### src/rtl/wb_cmd_bridge.sv
// Wishbone slave bridging management-core register accesses to a buffered
// 32-bit command stream and a buffered 32-bit response stream.
module wb_cmd_bridge #(
    parameter logic [31:0] BASE_ADDR = 32'h3000_0000,
    parameter int          DEPTH     = 8
) (
    input  logic        wb_clk_i,
    input  logic        wb_rst_i,
    input  logic        wbs_cyc_i,
    input  logic        wbs_stb_i,
    input  logic        wbs_we_i,
    input  logic [3:0]  wbs_sel_i,
    input  logic [31:0] wbs_adr_i,
    input  logic [31:0] wbs_dat_i,
    output logic        wbs_ack_o,
    output logic [31:0] wbs_dat_o,
    output logic [31:0] cmd_data_o,
    output logic        cmd_valid_o,
    input  logic        cmd_ready_i,
    input  logic [31:0] rsp_data_i,
    input  logic        rsp_valid_i,
    output logic        rsp_ready_o,
    output logic        irq_o
);

    localparam int AW = $clog2(DEPTH);
    localparam int LW = AW + 1;

    typedef enum logic [1:0] {
        REG_CMD    = 2'd0,
        REG_STATUS = 2'd1,
        REG_RESP   = 2'd2,
        REG_CTRL   = 2'd3
    } reg_e;

    // Bus-side decode
    logic        ack_q;
    logic [31:0] dat_q;
    logic        hit;
    logic        wr_ok;
    logic        rd_hit;
    reg_e        reg_sel;
    logic        unused_adr;

    assign hit        = wbs_cyc_i & wbs_stb_i & (wbs_adr_i[31:4] == BASE_ADDR[31:4]) & ~ack_q;
    assign reg_sel    = reg_e'(wbs_adr_i[3:2]);
    assign wr_ok      = hit & wbs_we_i & (wbs_sel_i == 4'hF);
    assign rd_hit     = hit & ~wbs_we_i;
    assign unused_adr = ^wbs_adr_i[1:0];

    logic cmd_push_req;
    logic ctrl_wr;
    logic flush;
    logic flag_clr;
    logic resp_rd;

    assign cmd_push_req = wr_ok & (reg_sel == REG_CMD);
    assign ctrl_wr      = wr_ok & (reg_sel == REG_CTRL);
    assign flush        = ctrl_wr & wbs_dat_i[0];
    assign flag_clr     = ctrl_wr & wbs_dat_i[1];
    assign resp_rd      = rd_hit & (reg_sel == REG_RESP);

    // Command FIFO (first-word-fall-through)
    logic [31:0]   cmd_mem [DEPTH];
    logic [AW-1:0] cmd_wr_ptr;
    logic [AW-1:0] cmd_rd_ptr;
    logic [LW-1:0] cmd_level;
    logic          cmd_full;
    logic          cmd_empty;
    logic          cmd_pop;
    logic          cmd_push;
    logic          ovf_evt;

    assign cmd_full  = (cmd_level == LW'(DEPTH));
    assign cmd_empty = (cmd_level == '0);
    // Both streams: a word moves on an edge exactly when valid and ready are
    // both high; valid never waits on ready, and ready comes from registers.
    assign cmd_pop   = ~cmd_empty & cmd_ready_i;
    assign cmd_push  = cmd_push_req & (~cmd_full | cmd_pop);
    assign ovf_evt   = cmd_push_req & cmd_full & ~cmd_pop;

    assign cmd_valid_o = ~cmd_empty;
    assign cmd_data_o  = cmd_empty ? 32'h0 : cmd_mem[cmd_rd_ptr];

    always_ff @(posedge wb_clk_i) begin
        if (cmd_push) begin
            cmd_mem[cmd_wr_ptr] <= wbs_dat_i;
        end
    end

    always_ff @(posedge wb_clk_i or posedge wb_rst_i) begin
        if (wb_rst_i) begin
            cmd_wr_ptr <= '0;
            cmd_rd_ptr <= '0;
            cmd_level  <= '0;
        end else if (flush) begin
            cmd_wr_ptr <= '0;
            cmd_rd_ptr <= '0;
            cmd_level  <= '0;
        end else begin
            if (cmd_push) begin
                cmd_wr_ptr <= cmd_wr_ptr + 1'b1;
            end
            if (cmd_pop) begin
                cmd_rd_ptr <= cmd_rd_ptr + 1'b1;
            end
            cmd_level <= cmd_level + LW'(cmd_push) - LW'(cmd_pop);
        end
    end

    // Response FIFO
    logic [31:0]   rsp_mem [DEPTH];
    logic [AW-1:0] rsp_wr_ptr;
    logic [AW-1:0] rsp_rd_ptr;
    logic [LW-1:0] rsp_level;
    logic          rsp_full;
    logic          rsp_empty;
    logic          rsp_push;
    logic          rsp_pop;
    logic          udf_evt;

    assign rsp_full    = (rsp_level == LW'(DEPTH));
    assign rsp_empty   = (rsp_level == '0);
    assign rsp_ready_o = ~rsp_full;
    assign rsp_push    = rsp_valid_i & ~rsp_full;
    assign rsp_pop     = resp_rd & ~rsp_empty;
    assign udf_evt     = resp_rd & rsp_empty;

    always_ff @(posedge wb_clk_i) begin
        if (rsp_push) begin
            rsp_mem[rsp_wr_ptr] <= rsp_data_i;
        end
    end

    always_ff @(posedge wb_clk_i or posedge wb_rst_i) begin
        if (wb_rst_i) begin
            rsp_wr_ptr <= '0;
            rsp_rd_ptr <= '0;
            rsp_level  <= '0;
        end else if (flush) begin
            rsp_wr_ptr <= '0;
            rsp_rd_ptr <= '0;
            rsp_level  <= '0;
        end else begin
            if (rsp_push) begin
                rsp_wr_ptr <= rsp_wr_ptr + 1'b1;
            end
            if (rsp_pop) begin
                rsp_rd_ptr <= rsp_rd_ptr + 1'b1;
            end
            rsp_level <= rsp_level + LW'(rsp_push) - LW'(rsp_pop);
        end
    end

    // Sticky flags, interrupt enable and interrupt
    logic ovf;
    logic udf;
    logic irq_en;
    logic irq_q;

    always_ff @(posedge wb_clk_i or posedge wb_rst_i) begin
        if (wb_rst_i) begin
            ovf    <= 1'b0;
            udf    <= 1'b0;
            irq_en <= 1'b0;
            irq_q  <= 1'b0;
        end else begin
            if (flag_clr) begin
                ovf <= 1'b0;
                udf <= 1'b0;
            end else begin
                if (ovf_evt) begin
                    ovf <= 1'b1;
                end
                if (udf_evt) begin
                    udf <= 1'b1;
                end
            end
            if (ctrl_wr) begin
                irq_en <= wbs_dat_i[2];
            end
            irq_q <= irq_en & (~rsp_empty | ovf | udf);
        end
    end

    assign irq_o = irq_q;

    // Read mux, evaluated on pre-update state
    logic [31:0] rdata;

    always_comb begin
        rdata = 32'h0;
        unique case (reg_sel)
            REG_CMD:    rdata = 32'h0;
            REG_STATUS: rdata = {10'h0, udf, ovf, rsp_empty, rsp_full, cmd_empty, cmd_full,
                                 8'(rsp_level), 8'(cmd_level)};
            REG_RESP:   rdata = rsp_empty ? 32'h0 : rsp_mem[rsp_rd_ptr];
            REG_CTRL:   rdata = {29'h0, irq_en, 2'b00};
            default:    rdata = 32'h0;
        endcase
    end

    // Registered ack; read data lives on the bus for the ack cycle only
    always_ff @(posedge wb_clk_i or posedge wb_rst_i) begin
        if (wb_rst_i) begin
            ack_q <= 1'b0;
            dat_q <= 32'h0;
        end else begin
            ack_q <= hit;
            dat_q <= rd_hit ? rdata : 32'h0;
        end
    end

    assign wbs_ack_o = ack_q;
    assign wbs_dat_o = dat_q;

endmodule

### config.mk
export PLATFORM = sky130hd
export DESIGN_NAME = wb_cmd_bridge
export DESIGN_NICKNAME = d
export VERILOG_FILES = /design/src/rtl/wb_cmd_bridge.sv
export SDC_FILE = /design/constraint.sdc
export NUM_CORES = 1
export LEC_CHECK = 0
export BUFFER_PORTS_ARGS = -buffer_cell sky130_fd_sc_hd__clkbuf_2
export CAP_MARGIN = 20
export CORE_MARGIN = 3
export CORE_UTILIZATION = 55
export DETAILED_ROUTE_END_ITERATION = 16
export GPL_ROUTABILITY_DRIVEN = 0
export PLACE_DENSITY = 0.72
export REMOVE_ABC_BUFFERS = 1
export SYNTH_ARGS = -nofsm -noshare
export SYNTH_HDL_FRONTEND = slang
export SYNTH_SLANG_ARGS = --single-unit
### constraint.sdc
create_clock -name wb_clk_i -period 7.1 [get_ports wb_clk_i]
set_input_delay 1.42 -clock wb_clk_i [delete_from_list [all_inputs] [get_ports wb_clk_i]]
set_output_delay 1.42 -clock wb_clk_i [all_outputs]
set_load 0.03 [all_outputs]
Word level (Yosys, flattened, before mapping)
Memory sizes are Yosys's and may differ from the RTL's.
Cells that the tools add are included.
{"block": "classes", "n_eq_ne": 7, "bitwise_logic": 29, "add_sub_neg": 8, "shifts": 0, "reduce_logical": 9, "muxes": 22, "multipliers": 0, "magnitude_cmp": 0, "div": 0}
{"op": "$pmux W32 S4", "n": 1}
{"op": "$mux W32", "n": 3}
{"op": "$eq A28 B26 Y1 const B", "n": 1}
{"op": "$mux W3", "n": 8}
{"op": "$and A1 B1 Y1", "n": 19}
{"op": "$add A3 B1 Y3 const B", "n": 4}
{"op": "$eq A4 B4 Y1 const B", "n": 3}
{"op": "$reduce_bool A2 Y1", "n": 6}
{"op": "$add A4 B1 Y4", "n": 2}
{"op": "$logic_not A4 Y1", "n": 2}
{"op": "$mux W1", "n": 8}
{"op": "$mux W4", "n": 2}
{"op": "$sub A4 B1 Y4", "n": 2}
{"op": "$not A1 Y1", "n": 7}
{"op": "$eq A2 B2 Y1 const B", "n": 2}
{"op": "$or A1 B1 Y1", "n": 3}
{"op": "$eq A2 B1 Y1 const B", "n": 1}
{"op": "$logic_not A2 Y1", "n": 1}
{"block": "totals", "latch_bits": 0, "output_inout_bits": 68, "wordCells": 89, "romBits": 0, "ramBits": 512, "in_bits": 107, "register_bits": 57, "n_memories": 2}
{"memory": "cmd_mem", "words": 8, "width": 32, "rd": 1, "rd_clocked_by_memory_dff": 0, "wr": 1, "line": "64", "rtl": "logic [31:0] cmd_mem [DEPTH];"}
{"memory": "rsp_mem", "words": 8, "width": 32, "rd": 1, "rd_clocked_by_memory_dff": 0, "wr": 1, "line": "112", "rtl": "logic [31:0] rsp_mem [DEPTH];"}

Logic depth before layout (Yosys ltp)
{"block": "logic_depth", "ltp_word": 10, "depth_mapped": 14, "mapped_depth_nobuf": 13}

Worst setup path before layout
No wires, ideal clock.
{"block": "synth_path", "path_kind": "input to register", "from": "input port wbs_adr_i[25]", "to": "memory cmd_mem[2][0], enable pin", "t_required_ns": 6.639, "stages": 5, "path_buffers": 0, "setup_ns": 0.461, "path_slack_ns": 1.913, "arrival_time_ns": 4.726, "path_cell_list": "nor4_2 > nand4_2 > nor4_4 > nand2_1 > nor3_1"}
{"block": "synth_via", "elab_chain_cells": 9}
{"element": "start, declared", "line": "13", "rtl": "input logic [31:0] wbs_adr_i,"}
{"element": "$eq A28 B26 Y1", "line": "45", "rtl": "assign hit = wbs_cyc_i & wbs_stb_i & (wbs_adr_i[31:4] == BASE_ADDR[31:4]) & ~ack_q;"}
{"element": "$and A1 B1 Y1 (2 in series)", "line": "45"}
{"element": "$and A1 B1 Y1 (2 in series)", "line": "47", "rtl": "assign wr_ok = hit & wbs_we_i & (wbs_sel_i == 4'hF);"}
{"element": "$and A1 B1 Y1", "line": "57", "rtl": "assign cmd_push_req = wr_ok & (reg_sel == REG_CMD);"}
{"element": "$and A1 B1 Y1", "line": "79", "rtl": "assign cmd_push = cmd_push_req & (~cmd_full | cmd_pop);"}
{"element": "$mux W1", "line": "86", "rtl": "if (cmd_push) begin"}
{"element": "$mux W1 (not written as such)", "line": "87", "rtl": "cmd_mem[cmd_wr_ptr] <= wbs_dat_i;"}
{"element": "end, declared", "line": "64"}
Every way passes these cells.

Final worst setup path
{"block": "layout_path", "from": "register cmd_rd_ptr[0]", "to": "output port cmd_data_o[22]"}
{"block": "layout_via", "elab_chain_cells": 2}
{"element": "start, declared", "line": "66", "rtl": "logic [AW-1:0] cmd_rd_ptr;"}
{"element": "start signal, assigned", "line": "105", "rtl": "cmd_rd_ptr <= cmd_rd_ptr + 1'b1;"}
{"element": "$mem_v2 Z8 W32"}
{"element": "$mux W32", "line": "83", "rtl": "assign cmd_data_o = cmd_empty ? 32'h0 : cmd_mem[cmd_rd_ptr];"}
{"element": "end, declared", "line": "17", "rtl": "output logic [31:0] cmd_data_o,"}
Every way passes these cells.

==> impl_metrics.tcl <==
set metrics [dict create \
    clockBufferDepth 3 \
    drc 0 \
    grt_pass1_wl_um 65300 \
    cp_slowest_stage_delay_ns 0.95 \
    ys_warn_count 0 \
    ant_nets 0 \
    wl_per_cell_um 23.5 \
    clock_sinks 569 \
    core_area_um2 39100 \
    synthArstFlopShare_pct 10.0 \
    ys.flop_type "edfxtp_1" \
    avgSynthCellArea_um2 21.1 \
    worstMarginPinSlew_ns 0.984 \
    drt-initial-drc-count 791 \
    dp_hpwl_um 23300 \
    powerDensity_nw_per_um2 351 \
    maxCapViolCount 0 \
    synth_edf_count 512 \
    cts_root_buf "clkbuf_16" \
    htreeDepth 2 \
    cp_cell_sequence "buf_4 > mux4_2 > mux2i_1 > nor2_1 > clkbuf_2" \
    critPathSlowestCell "dfrtp_4" \
    netlist_top_cells_count "edfxtp_1, mux4_2, nor2_1" \
    hold_ws_ns 0.538 \
    fp.dieW_um 206 \
    rsz0062_at_grt "no" \
    worstSetupStartpointType "register" \
    post-place-ws_ns 2.84 \
    clk_latency_ns 0.59 \
    crit_path_end_kind "output pin" \
    crit_fanout 41 \
    synth_top_area_share_pct 69.7 \
    min_period_ns 4.58 \
    fin_skew_ns 0.0208 \
    instances_no_fill 1812 \
    tritoncts "done" \
    first_pass_iters 5 \
    die_y_um 206 \
    min_path_type "register to register" \
    rows 72 \
    ys_seq_area_share_pct 76.2 \
    routed_via_density 5.82 \
    die_area_um2 42500 \
    seq_area_um2 16800 \
    synth_area_leaders "edfxtp_1, mux4_2, dfrtp_1" \
    finalHoldViolCount 0 \
    status "finished clean" \
    ios 175 \
    clkTransAtPathRegs_ns 0.06 \
    area_growth_pct 15.9 \
    cts_hold_buffers 0 \
    yosysUniqueCellTypes 45 \
    dp_cells 1709 \
    multiInputGateArea_um2 5070 \
    tns_ns 0 \
    post-route-period-util_pct 64.4 \
    ys_seq_elements 569 \
    power.leakage_nw 8.80 \
    nets 1374 \
    yosysTopAreaCell "edfxtp_1" \
    drive_above_1_share_pct 35.2 \
    vias 10500 \
    arrival_ns 3.16 \
    fin_ws_ns 2.52 \
    syn_inst 1043 \
    cts_made_buffers 56 \
    wl_um 42500 \
    antenna_found_initial 4 \
    grt_remaining_overflow 0 \
    synth.most_common_cell "edfxtp_1" \
    post_cts_buffers 0 \
    track_usage_pct 20.7 \
    nFillCells 2623 \
    io_buffers 172 \
    start_util_pct 56.4 \
    postCtsResizedCells 0 \
    grt_pass1_vias 11100 \
    critPathRequiredTime_ns 5.68 \
    grt_max_degree 67 \
    clock.fmax_mhz 219 \
    maxSlewViolCount 0 \
    ir_drop_v 0.000250 \
    relSlewSlack_pct 34.3 \
    synth_area_um2 22000 \
    crit_type "register to output pin" \
    setup_viol 0 \
]
[report_power, final]
part | leakage, nW | switching, W | internal [W]
sequential | 5.38 | 0.000150 | 0.00392
clock | 0.928 | 0.00117 | 0.00185
combinational | 2.49 | 0.00111 | 0.000755
[stage by stage]
step / area, um2 / power (W) / util [%]
2_1_floorplan: 21800 / 0.00549 / -
3_3_place_gp: 23600 / 0.00600 / 60.5
3_5_place_dp: 23600 / 0.00604 / 60.5
4_1_cts: 25500 / 0.00908 / 65.3
5_1_grt: 25500 / 0.00936 / 65.3
6_report: 25500 / 0.00897 / 65.3
[per-layer routing]
metal,GRT usage (%),up-vias,part of all wire (%)
met5,0,-,0.11
met4,6.11,6,2.1
met3,3.94,71,6.2
met2,35.3,320,52
met1,27.6,5493,40
li1,-,4651,-
[critical path, delay by kind of cell, from the launching register on]
| family | cells | cell delay [ns] |
|---|---|---|
| flops | 1 | 0.95 |
| buf+inv | 2 | 0.79 |
| mux | 2 | 0.74 |
| simple gates | 1 | 0.07 |
[flip-flops by register name, indices dropped and copies added, names as in the netlist, 3 cells and up]
| register | flops |
|---|---|
| cmd_rd_ptr | 3 |
| rsp_mem | 256 |
| cmd_level | 4 |
| rsp_wr_ptr | 3 |
| rsp_level | 4 |
| wbs_dat_o | 32 |
| rsp_rd_ptr | 3 |
| cmd_mem | 256 |
| cmd_wr_ptr | 3 |
[placed cells by master, fill, tap and decap left out, types with 11 or more instances in the layout]
cell type	netlist	routed
mux2_2	15	15
clkbuf_1	23	12
a22oi_1	12	12
inv_1	15	14
mux2i_1	52	52
nor2_1	91	79
buf_4	6	25
edfxtp_1	512	512
clkbuf_16	0	57
ha_1	16	16
nor2_4	0	12
nand2_1	13	13
clkbuf_2	0	172
clkinv_1	0	11
mux4_2	128	128
dfrtp_1	57	51
[final timing paths]
path | slack [ns] | endpoint | cells past startpoint | start
worst max-delay path | 2.52 | cmd_data_o[22] | 5 | cmd_rd_ptr[0]
worst min-delay path | 0.54 | cmd_rd_ptr[2] | 2 | cmd_rd_ptr[2]
worst max register to register | 3.65 | rsp_level[2] | 13 | rsp_level[2]
worst min register to register | 0.54 | cmd_rd_ptr[2] | 2 | cmd_rd_ptr[2]
max in group asynchronous | 5.37 | rsp_rd_ptr[0] | 3 | wb_rst_i
min in group asynchronous | 1.05 | wbs_dat_o[14] | 3 | wb_rst_i
[area by class of cell]
cell class                      count  area share [%]
Timing Repair Buffer              197            4.11
Inverter                           15           0.220
Multi-Input combinational cell    410            19.9
Antenna cell                        2          0.0196
Tap cell                          518            2.54
Clock inverter                     29            1.51
Clock buffer                       72            5.92
Sequential cell                   569            65.8
[cells by family after synthesis]
group                    synth area share, %
AO/OA/AOI/OAI                          0.959
XOR/XNOR                               0.437
adder cells (fa/ha/maj)                 1.09
buffers and inverters                   1.31
flip-flops                              76.2
multiplexers                            16.2
AND/OR/NAND/NOR                         3.79
Power figures use the tool's default switching activity.
